$ cat src/rtl/alu_pkg.sv
// Shared opcode encodings, FSM state encoding and default width for the ALU arbiter slice.
package alu_pkg;

  localparam int DW_DEF = 16;

  localparam logic [2:0] OP_ADD     = 3'b000;
  localparam logic [2:0] OP_INC     = 3'b001;
  localparam logic [2:0] OP_SMAX    = 3'b010;
  localparam logic [2:0] OP_ADDHALF = 3'b011;
  localparam logic [2:0] OP_AND     = 3'b100;
  localparam logic [2:0] OP_OR      = 3'b101;
  localparam logic [2:0] OP_NOT     = 3'b110;
  localparam logic [2:0] OP_ZERO    = 3'b111;

  typedef logic [1:0] state_t;
  localparam state_t ST_IDLE = 2'd0;
  localparam state_t ST_EXEC = 2'd1;
  localparam state_t ST_RESP = 2'd2;

endpackage

$ cat src/rtl/alu_exec.sv
// Combinational opcode evaluation: opc/a/b/cin -> result plus zero/negative flags.
// Zero latency, no flow control; carry-out is discarded for every opcode.
module alu_exec
  import alu_pkg::*;
#(
  parameter int DW = DW_DEF
) (
  input  logic [2:0]    opc,
  input  logic [DW-1:0] a,
  input  logic [DW-1:0] b,
  input  logic          cin,
  output logic [DW-1:0] result,
  output logic          zer,
  output logic          neg
);

  always_comb begin
    result = '0;
    case (opc)
      OP_ADD:     result = a + b + {{(DW-1){1'b0}}, cin};
      OP_INC:     result = a + {{(DW-1){1'b0}}, 1'b1};
      // Ties resolve to a.
      OP_SMAX:    result = ($signed(a) < $signed(b)) ? b : a;
      OP_ADDHALF: result = a + (b >> 1);
      OP_AND:     result = a & b;
      OP_OR:      result = a | b;
      OP_NOT:     result = ~a;
      default:    result = '0;
    endcase
  end

  assign zer = (result == '0);
  assign neg = result[DW-1];

endmodule

$ cat src/rtl/alu_arbiter.sv
// Two-requester valid/ready arbiter sharing one ALU; one op in flight, handshake at T -> rsp_valid at T+2.
// Both readys stay low in EXEC/RESP; the response is held stable until rsp_ready.
module alu_arbiter
  import alu_pkg::*;
#(
  parameter int DW    = DW_DEF,
  parameter bit RR_EN = 1'b1
) (
  input  logic          clk,
  input  logic          rst_n,
  input  logic          req0_valid,
  output logic          req0_ready,
  input  logic [2:0]    req0_opc,
  input  logic [DW-1:0] req0_a,
  input  logic [DW-1:0] req0_b,
  input  logic          req0_cin,
  input  logic          req1_valid,
  output logic          req1_ready,
  input  logic [2:0]    req1_opc,
  input  logic [DW-1:0] req1_a,
  input  logic [DW-1:0] req1_b,
  input  logic          req1_cin,
  output logic          rsp_valid,
  input  logic          rsp_ready,
  output logic          rsp_id,
  output logic [DW-1:0] rsp_data,
  output logic          rsp_zer,
  output logic          rsp_neg,
  output logic          busy
);

  state_t        state_q, state_d;
  logic          rr_ptr_q;
  logic [2:0]    opc_q;
  logic [DW-1:0] a_q, b_q;
  logic          cin_q, id_q;
  logic          rsp_valid_q, rsp_id_q, rsp_zer_q, rsp_neg_q;
  logic [DW-1:0] rsp_data_q;

  logic          idle, pick1, hs;
  logic [DW-1:0] exe_res;
  logic          exe_zer, exe_neg;

  assign idle = (state_q == ST_IDLE);

  // req1 wins when alone, or on a tie when round-robin points at it.
  assign pick1      = req1_valid & (~req0_valid | (RR_EN & rr_ptr_q));
  assign req1_ready = idle & pick1;
  assign req0_ready = idle & req0_valid & ~pick1;
  assign hs         = req0_ready | req1_ready;

  always_comb begin
    state_d = state_q;
    case (state_q)
      ST_IDLE: if (hs) state_d = ST_EXEC;
      ST_EXEC: state_d = ST_RESP;
      ST_RESP: if (rsp_ready) state_d = ST_IDLE;
      default: state_d = ST_IDLE;
    endcase
  end

  alu_exec #(.DW(DW)) u_exec (
    .opc    (opc_q),
    .a      (a_q),
    .b      (b_q),
    .cin    (cin_q),
    .result (exe_res),
    .zer    (exe_zer),
    .neg    (exe_neg)
  );

  always_ff @(posedge clk or negedge rst_n) begin
    if (!rst_n) begin
      state_q     <= ST_IDLE;
      rr_ptr_q    <= 1'b0;
      opc_q       <= '0;
      a_q         <= '0;
      b_q         <= '0;
      cin_q       <= 1'b0;
      id_q        <= 1'b0;
      rsp_valid_q <= 1'b0;
      rsp_id_q    <= 1'b0;
      rsp_data_q  <= '0;
      rsp_zer_q   <= 1'b0;
      rsp_neg_q   <= 1'b0;
    end else begin
      state_q <= state_d;
      if (hs) begin
        opc_q    <= req1_ready ? req1_opc : req0_opc;
        a_q      <= req1_ready ? req1_a   : req0_a;
        b_q      <= req1_ready ? req1_b   : req0_b;
        cin_q    <= req1_ready ? req1_cin : req0_cin;
        id_q     <= req1_ready;
        rr_ptr_q <= ~req1_ready;
      end
      if (state_q == ST_EXEC) begin
        rsp_valid_q <= 1'b1;
        rsp_id_q    <= id_q;
        rsp_data_q  <= exe_res;
        rsp_zer_q   <= exe_zer;
        rsp_neg_q   <= exe_neg;
      end else if (state_q == ST_RESP && rsp_ready) begin
        rsp_valid_q <= 1'b0;
      end
    end
  end

  assign rsp_valid = rsp_valid_q;
  assign rsp_id    = rsp_id_q;
  assign rsp_data  = rsp_data_q;
  assign rsp_zer   = rsp_zer_q;
  assign rsp_neg   = rsp_neg_q;
  assign busy      = ~idle;

endmodule

$ cat config.mk
export PLATFORM = sky130hd
export DESIGN_NAME = alu_arbiter
export DESIGN_NICKNAME = d
export VERILOG_FILES = /design/src/rtl/alu_pkg.sv /design/src/rtl/alu_exec.sv /design/src/rtl/alu_arbiter.sv
export SDC_FILE = /design/constraint.sdc
export NUM_CORES = 1
export LEC_CHECK = 0
export CORE_AREA = 2 2 122 94
export DETAILED_ROUTE_END_ITERATION = 16
export DIE_AREA = 0 0 124 96
export HOLD_SLACK_MARGIN = 0.08
export PLACE_DENSITY = 0.86
export SETUP_SLACK_MARGIN = 0.05
export SYNTH_ARGS = -nofsm -noshare
export SYNTH_HDL_FRONTEND = slang
export SYNTH_SLANG_ARGS = --single-unit
export TNS_END_PERCENT = 30
$ cat constraint.sdc
create_clock -name clk -period 5.4 [get_ports clk]
set_input_delay 0.81 -clock clk [delete_from_list [all_inputs] [get_ports clk]]
set_output_delay 0.81 -clock clk [all_outputs]
set_load 0.02 [all_outputs]
After elaboration in Yosys (flattened, before gate mapping)
Cells that the tools add are included.

Register bits: 60. Bits of input ports: 77. Output and inout bits: 23.

Add/sub/neg operators: 4. Magnitude comparators: 1. Equal/unequal tests: 10. Mux-type cells: 11. Bitwise operators: 13. Reduce and logical (&&, ||, !) cells: 6.

Operators by type and width (count): one-hot mux 16 bit (7 select lines) (1); 2-to-1 mux 16 bit (3); adder 16 x 1 -> 16 bit (1); adder 16 x 1 -> 16 bit (second input constant) (1); adder 16 x 15 -> 16 bit (1); adder 16 bit (1); bitwise AND 16 bit (1); logical NOT 16 bit (1); < comparator 16 bit (1); inverter 16 bit (1); bitwise OR 16 bit (1); == test 3 bit (second input constant) (3); == test 3 x 2 -> 1 bit (second input constant) (2); one-hot mux 2 bit (3 select lines) (1); bitwise AND 1 bit (4); 2-to-1 mux 2 bit (2); inverter 1 bit (4); == test 3 x 1 -> 1 bit (second input constant) (1); logical NOT 3 bit (1); 2-to-1 mux 1 bit (3); 2-to-1 mux 3 bit (1); == test 2 x 1 -> 1 bit (second input constant) (1); == test 2 bit (second input constant) (1); logical NOT 2 bit (1); 6 further kinds (7).

Depth between registers and ports, before layout
Gate-level depths: netlist of the first run.

Depth after elaboration: 8. Depth in mapped cells: 18.

Cells and area by module
Synthesis of the first run repeated with hierarchy kept, for this count alone.

Cell total of the unflattened synthesis: 635. Area total of the unflattened synthesis: 5604.1 µm².

Modules (own cells, without submodules): alu_exec (times used 1, cells each 449, area each 3115.5 µm², sequential area each 0.0 µm²); alu_arbiter (times used 1, cells each 186, area each 2488.6 µm², sequential area each 1501.4 µm²).

Least setup slack after synthesis of the first run
Ideal clock, no wire load.

Kind: flip-flop to flip-flop. Start: register opc_q[0]. End: register rsp_zer_q (netlist: rsp_zer). Library setup time: 0.104 ns. Data arrival time: 3.671 ns. Data required time: 5.296 ns. Slack: 1.626 ns. Stages on the path, launching flop included: 17. Period minus slack after synthesis: 3.774 ns. Cell sequence: dfrtp_1 buf_2 nor2b_1 clkbuf_1 clkbuf_1 nand3_1 fa_1 nor2b_1 o21a_1 o21a_1 nor4_1 o311ai_0 mux2i_1 o311ai_0 a211oi_2 inv_1 o41ai_2.

Word-level cells in the longest chain between the ends: 3.

RTL lines: start, declared (RTL line alu_arbiter.sv:34) `logic [2:0] opc_q;`; start signal, assigned (RTL line alu_arbiter.sv:89) `opc_q <= req1_ready ? req1_opc : req0_opc;`; == test 3 bit, or another cell as far along (RTL line alu_exec.sv:19) `case (opc)`; one-hot mux 16 bit (7 select lines) (*) (RTL line alu_exec.sv:19); logical NOT 16 bit (*) (RTL line alu_exec.sv:32) `assign zer = (result == '0);`; end signal, assigned (RTL line alu_arbiter.sv:100) `rsp_zer_q <= exe_zer;`; end, declared (RTL line alu_arbiter.sv:37) `logic rsp_valid_q, rsp_id_q, rsp_zer_q, rsp_neg_q;`.

Mark *: on every way between the ends. The rest lies on a longest branch, timed or not. A chain may end at the register's enable or synchronous reset.

Final worst setup path of the first run
Ends and elaborated chain as after synthesis.

==> results by group, run 1 <==
GRT
  – GRT Overall Usage: 32.6%
  – Grt ovf: 0
  – First-pass GRT wire length: just under 30000 µm
  – Initial antenna violation count: 0
  – Pin count of the biggest net entering global routing: 60
  – Number of global-route vias before repair: about 5500

Die
  – Die height: roughly 96 µm
  – FP Rows: 33
  – Die area: between 10000 and 15000 µm²
  – Core area: approximately 11000 µm²
  – Starting density of the core: roughly 54%
  – I/O pin cnt: 100
  – Chip Width: 124 µm

Yosys
  – Post-synth cell types: 71
  – Synth warn: 0
  – Area share of the largest cell type after synthesis: roughly 26%
  – Syn Inst Count: roughly 700
  – Post-synth top cells: nand2_1, ha_1, dfrtp_1, inv_1, nor2_1
  – Top cells by area, synth: dfrtp_1, ha_1, nand2_1, o21ai_0, inv_1
  – Register area share after synthesis: roughly 26%
  – Ys async rst share: 100%
  – Synthesized Nets: approximately 860
  – Ys flop type: dfrtp_1
  – Number of synthesized flops with an enable pin: 0
  – Synthesized area per cell: 8.01 µm²
  – #FFs+latches synth: a little under 60
  – Cell taking the most area after synthesis: dfrtp_1
  – Most common cell in the netlist: nand2_1
  – Synth Cell Area: between 5000 and 6000 µm²

Route
  – DRC: 0
  – DRT antenna net count: 0
  – DRT iter0 DRCs: slightly below 700
  – WL final: around 19000 µm
  – DR vias/cell: around 6.4
  – Routed len/inst: a little under 20 µm
  – Via count: approximately 6100
  – First drt pass iteration count: 7

Timing
  – Clock skew: around 0.0085 ns
  – FMAX: approximately 260 MHz
  – RSZ-0062 raised after global routing: no
  – Setup ws final: about 1.6 ns
  – Final min period: 3.79 ns
  – Fin. max-slew vios: 0
  – Final setup vio count: 0
  – Setup TNS: 0 ns
  – Final Hold Viols: 0
  – Measured slew at the worst slew-check pin: around 1.1 ns
  – Crit share post-route: a little over two thirds
  – Slew margin rel.: roughly 29%

Finish
  – Layout cells sized above 1: under 10%
  – Nets: 941
  – Inserted Diodes: 0
  – Synth-to-layout area growth: 23.2%

Min path
  – Hold path startpoint: id_q$_DFFE_PN0P_
  – Worst min-delay path category: reg2reg

Worst setup path
  – Crit. End Element: flop
  – CP Data Required Time: 5.63 ns
  – Startpoint Class: flop
  – Reg2reg start: opc_q[0]$_DFFE_PN0P_
  – Worst setup path startpoint: opc_q[0]$_DFFE_PN0P_
  – Crit Path Max Fanout: 16
  – Crit Path Category: reg2reg
  – Worst Path Arrival: 4.02 ns

Placement
  – Routability cong.: approximately 1
  – Post-DP HPWL: 14100 µm
  – I/O Buffers: around 100
  – Setup WS pre-CTS: ~1.7 ns

Clock tree
  – CTS root buffer: clkbuf_16
  – Clock slew at reported path FFs: 0.06 ns
  – Maximum clock path buffer count: 2
  – Clock Latency Late Sink: between 0.3 and 0.4 ns
  – CTS buffer count: 9
  – Clock sinks: ~60
  – CTS tree: built
  – Postcts setup bufs: 0
  – Post-cts sizing count: 0
  – Hold_buf cts: 0
  – H-tree depth: 3

Power
  – Leak Pwr: about 3.2 nW
  – Power Density: roughly 790 nW/µm²
  – Worst vdd ir: slightly above 0.5 mV

Status
  – Status: finished, final reports clean

Flow run
  – Max Cap Viol: 0
-- critical path, stage by stage (launching register included) --
cell and delay (ns):
dfrtp_1 0.38, nor2b_1 0.15, buf_4 0.18, nand3_1 0.09, ha_1 0.19, inv_1 0.07
fa_1 0.43, nor2b_1 0.18, o21a_1 0.16, o21a_1 0.15, nor4_1 0.06, o311ai_0 0.48
mux2i_1 0.25, o311ai_0 0.18, a211oi_2 0.31, inv_1 0.10, o41ai_2 0.33
-- flip-flops by register name, summed over array words and instances, names as in the netlist --
signal     flops
cin_q          1
rr_ptr_q       1
a_q           16
rsp_neg        1
rsp_zer        1
state_q        2
rsp_id         1
rsp_valid      1
b_q           16
rsp_data      15
id_q           1
opc_q          3
-- area by class of cell --
cell class | count | area (µm²)
multi-input cells | 564 | 3880
fillers | 877 | 3620
flip-flops and latches | 59 | 1480
repair buffers | 110 | 1070
clock buffers | 10 | 239
inverters | 54 | 203
well taps | 140 | 175
clock inverters | 6 | 65.1
-- layout by cell type (no fill, tap or decap), types with 4 or more instances in the layout --
cell type and instances:
inv_1 54, dfrtp_1 59, o41ai_1 4, o31ai_1 6
a211oi_1 6, nor2_1 53, o211ai_1 4, a21o_1 5
and2_1 6, a31oi_1 17, or3_1 4, mux2_2 7
o21ai_0 47, clkbuf_16 9, nor2b_1 11, a32oi_1 5
a221o_1 8, nand2b_1 8, xor2_1 5, mux2i_1 13
buf_4 11, xnor2_1 10, nor3_1 24, a21oi_1 27
o221a_2 11, nand3_1 22, nor4_1 11, clkdlybuf4s50_1 98
nand2_1 94, ha_1 63, o22ai_1 16, and3_1 17
-- final timing paths --
check                           cells past startpoint                      end  slack [ns]
max in group asynchronous                           2  rsp_data[4]$_DFFE_PN0P_        4.26
worst max-delay path                               16      rsp_zer$_DFFE_PN0P_        1.61
worst max register to register                     16      rsp_zer$_DFFE_PN0P_        1.61
worst min-delay path                                2         id_q$_DFFE_PN0P_        0.48
worst min register to register                      2         id_q$_DFFE_PN0P_        0.48
min in group asynchronous                           2         id_q$_DFFE_PN0P_        0.64
-- metal layers --
layer,vias up,GRT usage (%),share of wire (%)
met2,429,46.6,40
met3,46,9.54,13
met4,0,9.74,2.9
li1,2769,-,-
met1,2810,47.3,43
met5,-,0,0
-- cells by family after synthesis --
logic type	Yosys count	share of synthesized area, %
DFF	59	25.6
adders and majority gates	66	14.7
buffers and inverters	97	7.20
muxes	20	3.62
AOI/OAI and AO/OA	200	25.0
and+or+nand+nor	263	21.6
xor gates and xnor gates	15	2.28
-- through the flow --
step	area, µm²	cells	util, %	hold slack [ns]	total power, mW
CTS	7110	943	66.2	0.478	5.44
floorplan	5770	720	-	0.443	3.73
finish	7110	943	66.2	0.478	5.59
detailed placement	6810	927	63.4	0.464	4.82
global route	7110	943	66.2	0.508	5.95
global placement	6810	927	63.4	0.460	4.74
-- report_power, final --
| part | switching (mW) | leakage, nW | internal [mW] |
|---|---|---|---|
| Sequential | 0.343 | 0.699 | 0.662 |
| Combinational | 2.39 | 2.36 | 1.60 |
| Clock | 0.222 | 0.148 | 0.369 |
Power figures use the tool's default switching activity.
==> run 2, diff against run 1 <==
Settings changed: CORE_AREA 2 2 122 94 to 2 2 129 99, DIE_AREA 0 0 124 96 to 0 0 131 101, PLACE_DENSITY 0.86 to 0.82.
Clock period 5.4 ns to 3.18 ns, I/O delays scaled along.
==> run 2 against run 1 <==
Combinational power rose by 110%. Critical path depth fell by 1. Clock power rose by 65%. Power rose by 94%. Sequential cell count did not move. Maximum frequency rose by 20%. Clock skew fell by 0.0018 ns.
==> results by group, run 2 (same netlist as run 1, synthesis figures left out) <==
Status
  – Status: finished, final reports clean (unchanged)

Clock tree
  – Clock Latency Late Sink: 0.33 ns (was 0.34 ns)
  – CTS buffer count: 9 (unchanged)
  – CTS tree: built (unchanged)
  – Clock slew at reported path FFs: 0.05 ns (was 0.06 ns)
  – H-tree depth: 3 (unchanged)
  – CTS root buffer: clkbuf_16 (unchanged)
  – Hold_buf cts: 0 (unchanged)
  – Maximum clock path buffer count: 2 (unchanged)
  – Clock sinks: 59 (unchanged)

Power
  – Logic pwr share: 78.4% (was 71.4%)
  – Power Density: 1370 nW/µm² (was 786 nW/µm²)
  – Sw Ratio: 48.6% (was 52.9%)
  – Switch Pwr: 5.28 mW (was 2.96 mW)
  – Seq pwr share: 12.6% (was 18.0%)
  – Leak Pwr: 3.66 nW (was 3.21 nW)
  – Internal power: 5.58 mW (was 2.63 mW)
  – Clock power share: 9.0% (was 10.6%)
  – Power consumption: 10.9 mW (was 5.59 mW)
  – Worst vdd ir: 0.729 mV (was 0.510 mV)

Finish
  – Commonest non-fill, non-tap cells in the layout: buf_4, clkdlybuf4s50_1, nand2_1 (was clkdlybuf4s50_1, nand2_1, ha_1)
  – Inserted Diodes: 0 (unchanged)
  – Synth-to-layout area growth: 37.1% (was 23.2%)
  – Design area: 7910 µm² (was 7110 µm²)
  – Most common cell after layout, fill and taps aside: buf_4 (was clkdlybuf4s50_1)
  – Nets: 1032 (was 941)
  – # fillers: 932 (was 877)
  – Layout cells sized above 1: 19.2% (was 7.72%)

Die
  – I/O pin cnt: 100 (unchanged)
  – FP Rows: 35 (was 33)
  – Chip Width: 131 µm (was 124 µm)
  – Core area: 12000 µm² (was 10700 µm²)
  – Die height: 101 µm (was 96 µm)
  – Starting density of the core: 47.9% (was 53.8%)
  – Die area: 13200 µm² (was 11900 µm²)

Flow run
  – Max Cap Viol: 0 (unchanged)

Timing
  – Fin. max-slew vios: 0 (unchanged)
  – Crit share post-route: 99.6% (was 70.2%)
  – Measured slew at the worst slew-check pin: 1.01 ns (was 1.07 ns)
  – Slew margin rel.: 32.6% (was 28.6%)
  – Final setup vio count: 0 (unchanged)
  – Clock skew: 0.00667 ns (was 0.00851 ns)
  – FMAX: 316 MHz (was 264 MHz)
  – Setup TNS: 0 ns (unchanged)
  – RSZ-0062 raised after global routing: yes (was no)
  – Final min period: 3.17 ns (was 3.79 ns)
  – Final Hold Viols: 0 (unchanged)

GRT
  – GRT Overall Usage: 30.0% (was 32.6%)
  – Initial antenna violation count: 0 (unchanged)
  – Number of global-route vias before repair: 5944 (was 5488)
  – Pin count of the biggest net entering global routing: 57 (was 60)
  – Grt ovf: 0 (unchanged)
  – First-pass GRT wire length: 30800 µm (was 29300 µm)

Route
  – First drt pass iteration count: 7 (unchanged)
  – DRT antenna net count: 0 (unchanged)
  – Via count: 6221 (was 6054)
  – Met2 WL: 7960 µm (was 7520 µm)
  – DRC: 0 (unchanged)
  – DR vias/cell: 5.87 (was 6.42)
  – Uppermost layer routed: met4 (unchanged)
  – M1 WL: 8740 µm (was 8150 µm)
  – DRT iter0 DRCs: 763 (was 695)
  – Routed len/inst: 18.2 µm (was 19.9 µm)
  – Met3 WL: 2170 µm (was 2520 µm)
  – WL final: 19300 µm (was 18800 µm)

Worst setup path
  – Crit-path cells: nor2b_4, nand3_1, ha_2, inv_1, fa_2, nor2b_1, o2111a_2, nor3_2, xor2_1, o221ai_1, a311oi_1, buf_4, and4_1, nand4_1, o41ai_2 (was nor2b_1, buf_4, nand3_1, ha_1, inv_1, fa_1, nor2b_1, o21a_1, o21a_1, nor4_1, o311ai_0, mux2i_1, o311ai_0, a211oi_2, inv_1, o41ai_2)
  – Slowest cell on the critical path: dfrtp_1 (was o311ai_0)
  – Crit Path Max Fanout: 4 (was 16)
  – CP Data Required Time: 3.40 ns (was 5.63 ns)
  – Worst path max stage delay: 0.40 ns (was 0.48 ns)
  – Worst Path Arrival: 3.39 ns (was 4.02 ns)
  – Crit Path Category: reg2reg (unchanged)
  – Crit. End Element: flop (unchanged)
  – Startpoint Class: flop (unchanged)

Min path
  – Worst min-delay path category: in2async (was reg2reg)

Placement
  – Placed Area: 7520 µm² (was 6810 µm²)
  – Post-DP HPWL: 15000 µm (was 14100 µm)
  – I/O Buffers: 99 (unchanged)
  – Routability cong.: 0.983 (was 0.997)
run 2: final timing paths:
kind | to | slack (ns) | depth (start not counted) | start
max in group asynchronous | a_q[2]$_DFFE_PN0P_ | 2.02 | 2 | rst_n
worst min-delay path | rsp_data[2]$_DFFE_PN0P_ | 0.33 | 1 | rst_n
min in group clk | rsp_data[7]$_DFFE_PN0P_ | 0.48 | 2 | rsp_data[7]$_DFFE_PN0P_
worst max-delay path | rsp_zer$_DFFE_PN0P_ | 0.01 | 15 | opc_q[2]$_DFFE_PN0P_
worst min register to register | rsp_data[7]$_DFFE_PN0P_ | 0.48 | 2 | rsp_data[7]$_DFFE_PN0P_
worst max register to register | rsp_zer$_DFFE_PN0P_ | 0.01 | 15 | opc_q[2]$_DFFE_PN0P_
run 2: timing repair:
item                                    CTS  global route
pin swaps                                 5             2
endpoints found under the setup margin    1             5
resized for setup                         7            13
setup buffers                             2             0
run 2: final cells by class:
cell class | instances | area, µm² | area share (%)
multi-input combinational | 564 | 3980 | 50.3
clock inverter | 4 | 50.0 | 0.632
clock buffer | 12 | 246 | 3.11
inverter | 54 | 203 | 2.56
tap | 166 | 208 | 2.62
timing repair buffer | 201 | 1750 | 22.1
sequential | 59 | 1480 | 18.7
run 2: power by group through the flow:
| stage | sequential, mW | clock (mW) | combinational (mW) |
|---|---|---|---|
| after CTS | 1.37 | 0.981 | 8.18 |
| final | 1.37 | 0.978 | 8.51 |
| after floorplan | 1.59 | 0 | 4.82 |
| after global placement | 1.35 | 0 | 7.97 |
| after global routing | 1.42 | 1.02 | 9.18 |
| after detailed placement | 1.38 | 0 | 8.04 |
run 2: critical path: cells and delay by family, from the launching register on:
| kind | cells | cell delay (ns) |
|---|---|---|
| AO/OA/AOI/OAI | 4 | 0.95 |
| XOR/XNOR | 1 | 0.27 |
| adder cells (fa/ha/maj) | 2 | 0.42 |
| buffers and inverters | 2 | 0.25 |
| flip-flops | 1 | 0.40 |
| AND/OR/NAND/NOR | 6 | 0.75 |
run 2: per-stage QoR:
step,hold slack (ns),std cells,util (%),setup slack (ns)
finish,0.328,1060,65.7,0.0131
global route,0.395,1060,65.7,-0.188
CTS,0.347,1060,65.3,0.0270
floorplan,0.181,720,-,-0.118
global placement,0.460,1042,62.5,0.0255
detailed placement,0.474,1042,62.5,-0.0197
run 2: per-layer routing:
| layer | vias up | track usage [%] |
|---|---|---|
| met5 | - | 0 |
| met4 | 0 | 8.76 |
| met3 | 34 | 7.54 |
| met2 | 371 | 42.8 |
| met1 | 2856 | 44.6 |
| li1 | 2960 | - |
==> run 3, diff against run 2 <==
Settings changed: CORE_AREA 2 2 129 99 to 4 4 131 101, DIE_AREA 0 0 131 101 to 0 0 135 105.
==> run 3 against run 2 <==
Critical path depth shrank 2. Utilization down 0.99 points. Clock power increased by 11%. Die area grew 7.1%. Sequential power up 3%. Design area fell by 1.5%. Power down 0.96%. Cell count down 1.4%. Worst setup slack got worse by 0.011 ns. Critical path type unchanged.
==> results by group, run 3 (same netlist as run 1, synthesis figures left out) <==
Status
  – Status: finished, final reports clean (unchanged)

Finish
  – Most common cell after layout, fill and taps aside: clkdlybuf4s50_1 (was buf_4)
  – # fillers: 982 (was 932)
  – Final core utilization: 64.7% (was 65.7%)
  – Design area: 7790 µm² (was 7910 µm²)
  – Layout cells sized above 1: 17.3% (was 19.2%)
  – Nets: 1018 (was 1032)
  – Commonest non-fill, non-tap cells in the layout: clkdlybuf4s50_1, nand2_1, buf_4 (was buf_4, clkdlybuf4s50_1, nand2_1)
  – Cell Count, Final, Fillers Out: 1045 (was 1060)
  – Area of the multi-input gates: 3930 µm² (was 3980 µm²)
  – Inserted Diodes: 0 (unchanged)
  – Synth-to-layout area growth: 35.1% (was 37.1%)
  – Register area: 1480 µm² (about the same)

Clock tree
  – Postcts setup bufs: 0 (was 2)
  – Clock sinks: 59 (unchanged)
  – CTS tree: built (unchanged)
  – Clock Latency Late Sink: 0.33 ns (about the same)
  – H-tree depth: 3 (unchanged)
  – Hold_buf cts: 0 (unchanged)
  – CTS buffer count: 9 (unchanged)
  – Maximum clock path buffer count: 2 (unchanged)
  – Clock slew at reported path FFs: 0.05 ns (about the same)
  – CTS root buffer: clkbuf_16 (unchanged)

Die
  – Die height: 105 µm (was 101 µm)
  – Chip Width: 135 µm (was 131 µm)
  – Core area: 12000 µm² (unchanged)
  – Starting density of the core: 47.9% (unchanged)
  – FP Rows: 35 (unchanged)
  – Die area: 14200 µm² (was 13200 µm²)
  – I/O pin cnt: 100 (unchanged)

Route
  – DR vias/cell: 5.92 (was 5.87)
  – Routed len/inst: 18.7 µm (was 18.2 µm)
  – Via count: 6185 (was 6221)
  – DRC: 0 (unchanged)
  – First drt pass iteration count: 5 (was 7)
  – DRT iter0 DRCs: 611 (was 763)
  – WL final: 19600 µm (was 19300 µm)
  – DRT antenna net count: 0 (unchanged)

Worst setup path
  – CP Data Required Time: 3.41 ns (was 3.40 ns)
  – Crit Path Max Fanout: 7 (was 4)
  – Startpoint Class: flop (unchanged)
  – Crit. End Element: flop (unchanged)
  – Crit Path Category: reg2reg (unchanged)
  – Worst Path Arrival: 3.41 ns (was 3.39 ns)

Timing
  – Measured slew at the worst slew-check pin: 0.966 ns (was 1.01 ns)
  – Slew margin rel.: 35.5% (was 32.6%)
  – Final min period: 3.18 ns (was 3.17 ns)
  – Clock skew: 0.00797 ns (was 0.00667 ns)
  – RSZ-0062 raised after global routing: yes (unchanged)
  – FMAX: 315 MHz (was 316 MHz)
  – Crit share post-route: 99.9% (was 99.6%)
  – Final Hold Viols: 0 (unchanged)
  – Setup TNS: 0 ns (unchanged)
  – Fin. max-slew vios: 0 (unchanged)
  – Final setup vio count: 0 (unchanged)

GRT
  – Number of global-route vias before repair: 5855 (was 5944)
  – Global routing's busiest layer: met1 (unchanged)
  – GRT Overall Usage: 27.2% (was 30.0%)
  – Grt ovf: 0 (unchanged)
  – Pin count of the biggest net entering global routing: 60 (was 57)
  – Met1 Use GR: 40.6% (was 44.6%)
  – First-pass GRT wire length: 31000 µm (was 30800 µm)
  – Initial antenna violation count: 0 (unchanged)
  – Met3 usage: 7.51% (was 7.54%)
  – Met2 usage: 38.8% (was 42.8%)

Power
  – Worst vdd ir: 0.647 mV (was 0.729 mV)
  – Leak Pwr: 3.60 nW (was 3.66 nW)
  – Power Density: 1380 nW/µm² (was 1370 nW/µm²)
  – Power consumption: 10.8 mW (was 10.9 mW)

Flow run
  – Max Cap Viol: 0 (unchanged)

Placement
  – Routability cong.: 0.999 (was 0.983)
  – Placed Area: 7430 µm² (was 7520 µm²)
  – Placed insts: 1030 (was 1042)
  – I/O Buffers: 99 (unchanged)
  – Post-DP HPWL: 15100 µm (was 15000 µm)

Min path
  – Worst min-delay path category: in2async (unchanged)
==> run 3: cell type report <==
type	instances	area share (%)
tap	166	2.66
multi-input combinational	564	50.4
sequential	59	19.0
clock inverter	4	0.947
clock buffer	11	3.24
inverter	54	2.60
timing repair buffer	187	21.2
==> run 3: timing repair <==
item,4_1_cts,5_1_grt
endpoints found under the setup margin,2,4
cloned,0,0
gates resized for setup,3,11
endpoints found under the hold margin,0,0
pin swaps,0,1
==> run 3: path summary, 6_finish.rpt <==
kind	from	slack [ns]	depth (start not counted)	end
max	a_q[13]$_DFFE_PN0P_	0.002	13	rsp_zer$_DFFE_PN0P_
min	rst_n	0.28	2	rsp_data[10]$_DFFE_PN0P_
max reg2reg	a_q[13]$_DFFE_PN0P_	0.002	13	rsp_zer$_DFFE_PN0P_
min reg2reg	rsp_data[3]$_DFFE_PN0P_	0.47	2	rsp_data[3]$_DFFE_PN0P_
max in group asynchronous	rst_n	2.33	2	b_q[5]$_DFFE_PN0P_
min in group clk	rsp_data[3]$_DFFE_PN0P_	0.47	2	rsp_data[3]$_DFFE_PN0P_
==> run 3: through the flow <==
stage	hold slack (ns)	setup slack (ns)
floorplan	0.181	-0.118
global placement	0.463	0.0645
detailed placement	0.468	-0.00669
CTS	0.328	-0.000204
global route	0.365	-0.200
finish	0.279	0.00163
==> run 3: layer usage <==
metal / wire length [µm] / vias to the layer above / part of all wire (%)
li1: - / 2929 / -
met1: 8850 / 2845 / 45
met2: 7970 / 378 / 41
met3: 2370 / 33 / 12
met4: 387 / 0 / 2.0
met5: 0 / - / 0
==> run 3: critical path, stage by stage (launching register included) <==
cell and delay, ns:
dfrtp_1 0.38, inv_1 0.15, ha_1 0.29, nor4_1 0.34, buf_4 0.18, and3_1 0.14, a32oi_1 0.09, a21oi_1 0.19
buf_4 0.20, mux2i_1 0.19, o2111ai_1 0.19, a2111oi_2 0.36, nand4_1 0.16, o41ai_2 0.21
==> run 3: power by group <==
group          switching, mW  internal, mW  leakage (nW)  total, mW
Combinational           4.61          3.64          2.74       8.25
Sequential             0.283          1.13         0.697       1.41
Clock                  0.367         0.724         0.162       1.09
